**config.mk**
```make
export PLATFORM = sky130hd
export DESIGN_NAME = seq_tx_10101
export DESIGN_NICKNAME = d
export VERILOG_FILES = /design/src/rtl/seq_pkg.sv /design/src/rtl/seq_tx_10101_piso_shreg.sv /design/src/rtl/seq_tx_10101.sv
export SDC_FILE = /design/constraint.sdc
export NUM_CORES = 1
export LEC_CHECK = 0
export BUFFER_PORTS_ARGS = -buffer_cell sky130_fd_sc_hd__buf_4
export CORE_MARGIN = 2
export CORE_UTILIZATION = 50
export CTS_CLUSTER_DIAMETER = 150
export CTS_CLUSTER_SIZE = 24
export DETAILED_ROUTE_END_ITERATION = 7
export PLACE_DENSITY = 0.72
export SLEW_MARGIN = 10
export SYNTH_ARGS = -nofsm -noshare
export SYNTH_HDL_FRONTEND = slang
export SYNTH_SLANG_ARGS = --single-unit
```
**constraint.sdc**
```tcl
create_clock -name fsm_clk -period 4.8 [get_ports fsm_clk]
set_input_delay 0.24 -clock fsm_clk [delete_from_list [all_inputs] [get_ports fsm_clk]]
set_output_delay 0.24 -clock fsm_clk [all_outputs]
set_load 0.05 [all_outputs]
```
**src/rtl/seq_pkg.sv**
```systemverilog
// seq_pkg: state encodings and default pattern shared by the 10101 transmitter and detectors
package seq_pkg;
    typedef enum logic [1:0] {
        ST_IDLE   = 2'd0,
        ST_SHIFT  = 2'd1,
        ST_PARITY = 2'd2,
        ST_GAP    = 2'd3
    } state_e;
    localparam logic [4:0] DEFAULT_PATTERN = 5'b10101;
endpackage

```
**src/rtl/seq_tx_10101_piso_shreg.sv**
```systemverilog
// piso_shreg: parallel-load, MSB-first shift register exposing only the bit that goes out next
module piso_shreg #(
    parameter int W = 5
) (
    input  logic         clk_i,
    input  logic         rst_ni,
    input  logic         load_i,
    input  logic         shift_i,
    input  logic [W-1:0] d_i,
    output logic         msb_o
);
    logic [W-1:0] q_q;
    // load wins over shift; zeros fill from the LSB side
    always_ff @(posedge clk_i or negedge rst_ni) begin
        if (!rst_ni) q_q <= '0;
        else if (load_i) q_q <= d_i;
        else if (shift_i) q_q <= {q_q[W-2:0], 1'b0};
    end
    assign msb_o = q_q[W-1];
endmodule

```
**src/rtl/seq_tx_10101.sv**
```systemverilog
// seq_tx_10101: MSB-first serial pattern transmitter with repeat count and idle gap; define SEQ_TX_PARITY_EN to append an even-parity bit to every repetition
module seq_tx_10101
    import seq_pkg::*;
#(
    parameter int PATTERN_W = 5,
    parameter int REPEAT_W  = 4,
    parameter int GAP       = 1
) (
    input  logic                 fsm_clk,
    input  logic                 rst_n,
    input  logic                 start,
    input  logic [PATTERN_W-1:0] pattern_in,
    input  logic [REPEAT_W-1:0]  repeat_cnt,
    input  logic                 abort,
    output logic                 ready,
    output logic                 dout,
    output logic                 dout_valid,
    output logic                 done,
    output logic [1:0]           ps
);
    localparam int BW     = $clog2(PATTERN_W);
    localparam int GW     = GAP > 1 ? $clog2(GAP) : 1;
    localparam int GAP_LD = GAP > 0 ? GAP - 1 : 0;

    state_e               ps_q, ps_d;
    logic [BW-1:0]        bit_q, bit_d;
    logic [REPEAT_W-1:0]  rep_q, rep_d;
    logic [GW-1:0]        gap_q, gap_d;
    logic [PATTERN_W-1:0] pat_q, pat_d, ld_val;
    logic ready_q, dout_q, dv_q, done_q;
    logic ready_d, dout_d, dv_d, done_d;
    logic accept, last_bit, to_par, par_bit, reload, load, shift, sr_msb;

    // The shift register holds the bits still to send after the one on dout,
    // so its MSB is always the next data bit and dout can stay registered.
    piso_shreg #(.W(PATTERN_W)) u_shreg (
        .clk_i   (fsm_clk),
        .rst_ni  (rst_n),
        .load_i  (load),
        .shift_i (shift),
        .d_i     ({ld_val[PATTERN_W-2:0], 1'b0}),
        .msb_o   (sr_msb)
    );

`ifdef SEQ_TX_PARITY_EN
    assign to_par   = ps_q == ST_SHIFT && bit_q == '0;
    assign last_bit = ps_q == ST_PARITY;
    assign par_bit  = ^pat_q;
`else
    assign to_par   = 1'b0;
    assign last_bit = ps_q == ST_SHIFT && bit_q == '0;
    assign par_bit  = 1'b0;
`endif

    assign accept = ps_q == ST_IDLE && start && !abort;
    assign reload = (ps_q == ST_GAP && gap_q == '0) || (last_bit && rep_q != '0 && GAP == 0);
    assign load   = accept || reload;
    assign shift  = ps_q == ST_SHIFT && bit_q != '0;
    assign ld_val = accept ? pattern_in : pat_q;

    // state and output registers
    always_ff @(posedge fsm_clk or negedge rst_n) begin
        if (!rst_n) begin
            ps_q    <= ST_IDLE;
            bit_q   <= '0;
            rep_q   <= '0;
            gap_q   <= '0;
            pat_q   <= '0;
            ready_q <= 1'b1;
            dout_q  <= 1'b0;
            dv_q    <= 1'b0;
            done_q  <= 1'b0;
        end else begin
            ps_q    <= ps_d;
            bit_q   <= bit_d;
            rep_q   <= rep_d;
            gap_q   <= gap_d;
            pat_q   <= pat_d;
            ready_q <= ready_d;
            dout_q  <= dout_d;
            dv_q    <= dv_d;
            done_q  <= done_d;
        end
    end

    // next state and counters; abort beats start, reload beats end-of-repetition
    always_comb begin
        ps_d  = ps_q;
        bit_d = bit_q;
        rep_d = rep_q;
        gap_d = gap_q;
        pat_d = pat_q;
        if (abort && ps_q != ST_IDLE) begin
            ps_d = ST_IDLE;
        end else if (accept) begin
            ps_d  = ST_SHIFT;
            bit_d = BW'(PATTERN_W - 1);
            rep_d = repeat_cnt;
            pat_d = pattern_in;
        end else if (reload) begin
            ps_d  = ST_SHIFT;
            bit_d = BW'(PATTERN_W - 1);
            rep_d = rep_q - REPEAT_W'(1);
        end else if (to_par) begin
            ps_d = ST_PARITY;
        end else if (last_bit) begin
            ps_d  = rep_q == '0 ? ST_IDLE : ST_GAP;
            gap_d = GW'(GAP_LD);
        end else if (ps_q == ST_GAP) begin
            gap_d = gap_q - GW'(1);
        end else if (shift) begin
            bit_d = bit_q - BW'(1);
        end
    end

    // registered outputs follow the state being entered
    always_comb begin
        ready_d = ps_d == ST_IDLE;
        dv_d    = ps_d == ST_SHIFT || ps_d == ST_PARITY;
        done_d  = ps_d == ST_IDLE && ps_q != ST_IDLE && !abort;
        dout_d  = ps_d == ST_PARITY ? par_bit :
                  ps_d == ST_SHIFT  ? (load ? ld_val[PATTERN_W-1] : sr_msb) : 1'b0;
    end

    assign ready      = ready_q;
    assign dout       = dout_q;
    assign dout_valid = dv_q;
    assign done       = done_q;
    assign ps         = ps_q;
endmodule
```
==> impl_metrics.yaml, run 1 <==
setup_path:
  r2r_start: "ps[1]$_DFF_PN0_"
  path_buf_inv: 0
  r2r_cells: 5
  start_kind: "flop"
  path_class: "reg2reg"
  crit_chain: "nor4b_4 > a31oi_2 > and2_1 > ha_1 > nor3b_2"
  path_delay_family: "simple AND/OR/NAND/NOR gates"
  cp.depth: 5
  crit_slowest_cell: "nor4b_4"
  arrival_ps: 2590
  end_kind: "flop"
  r2r_setup_slack_ps: 2440
  critPathRequiredTime_ps: 5030
  r2r_end: "dout$_DFF_PN0_"
  crit_fanout: 17
  worst_path_largest_cell_delay_ps: 850
timing:
  finClkSkew_ps: 2.81
  tns_ps: 0
  min_period_over_period_pct: 49.1
  finalSetupViolations: 0
  fin_crit_ps: 2360
  maxClockFrequency_ghz: 0.424
  holdWs_ps: 118
  slew-limit-headroom_pct: 41.0
  final_hold_viol_count: 0
  slew_violations: 0
  rsz0062_at_grt: "no"
  tightestPinTransition_ps: 882
  setup_ws_ps: 2440
power_and_ir_drop:
  p_seq_share_pct: 43.0
  p_int_uw: 455
  clkPwrFrac_pct: 12.3
  p_leak_uw: 0.000633
  power.density_nw_per_um2: 554
  p_sw_uw: 301
  ir_worst_vdd_v: 0.000324
  p_comb_share_pct: 44.7
  p_sw_share_pct: 39.9
routing:
  via_per_inst: 5.30
  wirelength_mm: 2.11
  drt_iter0_markers: 6
  vias: 805
  drc: 0
  wl_per_cell_um: 13.9
  ant_nets: 0
  dr.pass1.iters: 4
placement:
  gp_congestion: 0.806
  port_buffers: 18
  hpwl_mm: 1.57
  place_ws_ps: 2470
clock_tree:
  cts_max_level: 1
  clk_latency_ps: 310
  post_cts_buffers: 0
  cts_root_buf: "clkbuf_4"
  cts_tree: "built"
  cts_buffers: 3
  path_clk_slew_ps: 130
  clock_sinks: 23
  clockBufferDepth: 2
logic_synthesis:
  yosys_warnings: 0
  synthTopCellsByCount: "22 x dfrtp_1, 11 x mux2_2, 7 x nand2_1, 7 x nor2_1"
  synth.net_count: 124
  avgSynthCellArea_um2: 11.2
  synth_top_area_share_pct: 47.0
  synth_edf_count: 0
  netlist_area_um2: 1170
  synth_top_area_cell: "dfrtp_1"
  synthCells: 105
  yosys-top-cells-area: "dfrtp_1 47%, mux2_2 11%, ha_1 6.4%, o21ai_0 2.6%, dfstp_2 2.2%"
  yosysUniqueCellTypes: 32
  yosysMostFrequentCell: "dfrtp_1"
  synth_seq_area_share_pct: 49.2
  ys.flop_type: "dfrtp_1"
  synthArstFlopShare_pct: 100
  synth-seq-cells: 23
die:
  coreArea_um2: 2210
  placementRows: 17
  die_area_um2: 2750
  pin_count: 19
  die-width_um: 52.4
  die_h_um: 52.4
  initial_core_util_pct: 53.0
finish:
  drive_gt1_share_pct: 30.6
  area_growth_pct: 16.3
  final_core_util_pct: 61.7
  diodes: 0
  fin_nets: 144
worst_hold_path:
  min_to: "rep_q[0]$_DFFE_PN0P_"
  min_path_type: "in2reg"
  whs_path_depth: 3
  worstHoldStart: "repeat_cnt[0]"
run_status:
  status: "complete, no violations"
grt:
  use_met1_pct: 24.3
  grt.busiest_layer: "met2"
  overflow: 0
  grtUsageMet3_pct: 2.57
  grt_pass1_wl_mm: 3.48
  track_usage_pct: 17.7
  antenna_found_initial: 0
  grt_pass1_vias: 729
  grt_max_degree: 24
  grtUsageMet2_pct: 27.7
job:
  cap_violations: 0
[per-stage QoR]
| step | instances | power, uW | area (um2) |
|---|---|---|---|
| CTS | 152 | 762 | 1360 |
| finish | 152 | 756 | 1360 |
| floorplan | 105 | 581 | 1170 |
| detailed placement | 147 | 668 | 1320 |
| global placement | 147 | 658 | 1320 |
| global route | 152 | 814 | 1360 |
[cell families (layout without fill, tap and decap cells)]
| kind of cell | count (synthesis) | in the layout | share of synthesized area [%] |
|---|---|---|---|
| AOI/OAI and AO/OA | 22 | 22 | 13.4 |
| muxes | 12 | 12 | 11.4 |
| buffers and inverters | 10 | 29 | 3.52 |
| and+or+nand+nor | 32 | 32 | 16.0 |
| DFF | 23 | 23 | 49.2 |
| adders and majority gates | 6 | 6 | 6.40 |
[power groups by stage]
stage               Sequential [uW]  Combinational (uW)  Clock, uW
floorplan                       364                 217          0
global placement                325                 332          0
detailed placement              329                 339          0
CTS                             326                 341       95.9
global route                    337                 375        102
finish                          325                 338       93.0
[how the worst max path moves through the flow]
stage                         start        endpoint  slack, ps
floorplan           ps[1]$_DFF_PN0_  done$_DFF_PN0_       2730
global placement    ps[1]$_DFF_PN0_  done$_DFF_PN0_       2580
detailed placement  ps[1]$_DFF_PN0_  dout$_DFF_PN0_       2470
CTS                 ps[1]$_DFF_PN0_  dout$_DFF_PN0_       2450
global route        ps[1]$_DFF_PN0_  dout$_DFF_PN0_       2230
finish              ps[1]$_DFF_PN0_  dout$_DFF_PN0_       2440
[sequential cells by signal, indices dropped and copies added, names as in the netlist]
register	cells
ready	1
ps	2
dout_valid	1
done	1
bit_q	3
pat_q	5
dout	1
gap_q	1
u_shreg.q_q	4
rep_q	4
[metal layers]
| layer | vias up | part of all wire (%) | wire length, um |
|---|---|---|---|
| met1 | 384 | 48 | 1010 |
| met2 | 11 | 49 | 1030 |
| met4 | 0 | 0.76 | 16 |
| met5 | - | 0 | 0 |
| li1 | 408 | - | - |
| met3 | 2 | 2.6 | 55 |
[tightest hold or removal path: cells and delay by family]
family / cells / cell delay (ps)
buf+inv: 1 / 80
simple gates: 2 / 90
[cell usage in the layout, fill, tap and decap left out, types with 2 or more instances in the layout]
master,count
o21bai_1,2
mux2_2,11
nor2b_1,2
nor3_1,2
nor4_1,2
or3_1,2
nand2_1,7
and2_1,2
dfrtp_1,22
o21ai_0,6
nand3_1,2
nor3b_1,2
inv_1,6
clkbuf_4,3
nor2_1,7
a21oi_1,4
buf_4,18
a21o_1,2
o31ai_1,2
ha_1,6
[final cells by class]
cell class,instances,area (um2)
clock buffer,3,22.5
tap,28,35.0
multi-input combinational,72,554
sequential,23,577
inverter,6,22.5
fill,196,848
clock inverter,1,7.51
timing repair buffer,19,145
[repair_timing]
item                                   4_1_cts  5_1_grt
endpoints found under the hold margin       22        0
hold buffers                                 1        0
gates resized for setup                      0        0
No activity file was read; power rests on OpenSTA's default activity.
==> inputs of run 2 (changes only) <==
- ABC_AREA: unset -> 1
- PLACE_DENSITY: 0.72 -> 0.74
- clock period: 4.8 -> 2.01 ns (I/O delays scaled with it)
==> impl_metrics.yaml, run 2 <==
job:
  cap_violations: 0
clock_tree:
  clock_sinks: 23
  cts_tree: "built"
  path_clk_slew_ps: 120
  clk_latency_ps: 310
  cts_max_level: 1
  clockBufferDepth: 2
  cts_buffers: 3
  cts_root_buf: "clkbuf_4"
timing:
  maxClockFrequency_ghz: 0.535
  slew_violations: 0
  finClkSkew_ps: 9.80
  final_hold_viol_count: 0
  fin_crit_ps: 1870
  tns_ps: 0
  slew-limit-headroom_pct: 79.5
  min_period_over_period_pct: 92.9
  finalSetupViolations: 0
  tightestPinTransition_ps: 307
  rsz0062_at_grt: "no"
routing:
  wirelength_mm: 2.60
  via_per_inst: 4.96
  met3WireLength_um: 168
  drc: 0
  drt_iter0_markers: 28
  wl_met1_mm: 1.22
  vias: 1071
  highest_layer: "met4"
  dr.pass1.iters: 4
  wl_per_cell_um: 12.0
  ant_nets: 0
  route.met2.wl_mm: 1.18
die:
  initial_core_util_pct: 52.7
  die_h_um: 54.9
  die-width_um: 54.9
  placementRows: 18
  die_area_um2: 3010
  coreArea_um2: 2450
  pin_count: 19
finish:
  fill_cells: 225
  layout_commonest_cell: "nand2_1"
  multi_input_area_um2: 619
  regMostFlops: "pat_q"
  seq_area_um2: 578
  fin_nets: 206
  area_growth_pct: 17.3
  layout_common_cells: "48 x nand2_1, 21 x dfrtp_1, 20 x inv_1, 19 x buf_4, 16 x nand3_1"
  drive_gt1_share_pct: 24.7
  diodes: 0
  largestRegisters: "pat_q: 5 flops, rep_q: 4 flops, u_shreg.q_q: 4 flops"
  largest_register_ffs: 5
setup_path:
  r2r_start: "ps[1]$_DFF_PN0_"
  start_kind: "flop"
  crit_fanout: 10
  critPathRequiredTime_ps: 2220
  end_kind: "flop"
  arrival_ps: 2080
  crit_start: "ps[1]$_DFF_PN0_"
  path_class: "reg2reg"
logic_synthesis:
  ys.flop_type: "dfrtp_1"
  synth_top_area_share_pct: 42.6
  yosys-top-cells-area: "dfrtp_1 43%, nand2_1 14%, nand3_1 6.2%, ha_1 5.8%, inv_1 5.8%"
  synth.net_count: 181
  netlist_area_um2: 1290
  synth-seq-cells: 23
  yosysMostFrequentCell: "nand2_1"
  synthCells: 162
  synth_edf_count: 0
  synth_top_area_cell: "dfrtp_1"
  yosysUniqueCellTypes: 20
  synthArstFlopShare_pct: 100
  synthTopCellsByCount: "48 x nand2_1, 22 x dfrtp_1, 20 x inv_1"
  synth_seq_area_share_pct: 44.6
  yosys_warnings: 0
  avgSynthCellArea_um2: 7.99
placement:
  port_buffers: 18
  hpwl_mm: 1.94
  gp_congestion: 0.824
grt:
  grt_pass1_wl_mm: 4.40
  track_usage_pct: 21.0
  overflow: 0
  grt_pass1_vias: 983
  grt_max_degree: 24
  antenna_found_initial: 0
run_status:
  status: "complete, no violations"
power_and_ir_drop:
  p_leak_uw: 0.000825
  power.total_uw: 2430
  power.density_nw_per_um2: 1600
  ir_worst_vdd_v: 0.00121
worst_hold_path:
  worstHoldStart: "pattern_in[4]"
  min_path_type: "in2reg"
-- run 2: cell types whose count changed in the layout (fill, tap and decap cells not counted), moves of 3 or more --
cell | before | now
nand2_1 | 7 | 48
inv_1 | 6 | 20
nand3_1 | 2 | 16
mux2_2 | 11 | 0
nor2_1 | 7 | 13
inv_2 | 0 | 5
nand2_2 | 0 | 5
nor2_4 | 0 | 5
a21oi_1 | 4 | 0
o21ai_0 | 6 | 9
-- run 2: repair_timing --
| item | in CTS | in global routing |
|---|---|---|
| hold endpoints to repair | 23 | 1 |
| buffers inserted | 0 | 0 |
| hold buffers | 1 | 1 |
| gates resized for setup | 0 | 2 |
| endpoints found under the setup margin | 0 | 1 |
-- run 2: worst paths after layout --
path                                        end  slack (ps)  depth (start not counted)
max                              dout$_DFF_PN0_         140                         11
min                        pat_q[4]$_DFFE_PN0N_          20                          3
max reg2reg                      dout$_DFF_PN0_         140                         11
min reg2reg                pat_q[3]$_DFFE_PN0N_         480                          2
max in group asynchronous       ready$_DFF_PN1_        1520                          2
min in group asynchronous  bit_q[2]$_DFFE_PN0P_         200                          2
-- run 2: cell families (layout without fill, tap and decap cells) --
logic type / Yosys count / after routing / synth area share [%]
adders and majority gates: 6 / 6 / 5.80
and+or+nand+nor: 94 / 94 / 35.3
xor gates and xnor gates: 1 / 1 / 0.677
DFF: 23 / 23 / 44.6
AOI/OAI and AO/OA: 12 / 12 / 5.51
buffers and inverters: 26 / 50 / 8.12
-- run 2: report_power, final --
| part | leakage (uW) | switching, uW | internal [uW] | total [uW] |
|---|---|---|---|---|
| combinational | 0.000525 | 917 | 468 | 1380 |
| sequential | 0.000284 | 144 | 692 | 837 |
| clock | 0.0000150 | 132 | 77.7 | 209 |
-- run 2: worst max-delay path: stages, from the launching register on --
cell,delay (ps)
dfrtp_1,500
nand3_4,190
inv_1,90
nor2_4,220
nand2_2,90
nor2_2,210
inv_2,60
ha_1,180
inv_1,50
nor2_1,30
o21ai_0,80
nor2_1,70
-- run 2: through the flow --
| step | utilization (%) | worst slack, ps | area (um2) | instances | hold WS (ps) |
|---|---|---|---|---|---|
| 2_1_floorplan | - | 77.8 | 1290 | 162 | -195 |
| 3_3_place_gp | 59.6 | 204 | 1460 | 210 | 11.1 |
| 3_5_place_dp | 59.6 | 114 | 1460 | 210 | 13.1 |
| 4_1_cts | 61.1 | 109 | 1500 | 215 | 0.379 |
| 5_1_grt | 61.8 | 6.67 | 1520 | 216 | 3.74 |
| 6_report | 61.8 | 142 | 1520 | 216 | 20.9 |
-- run 2: final cells by class --
type | count | area share (%)
inverter | 25 | 6.18
multi-input combinational | 113 | 40.8
tap | 30 | 2.47
clock buffer | 4 | 1.73
timing repair buffer | 21 | 10.7
sequential | 23 | 38.1
-- run 2: layer usage --
metal,global-route usage (%),vias to the layer above
li1,-,547
met2,32.3,24
met5,0,-
met4,6.25,0
met3,6.01,4
met1,28.4,496
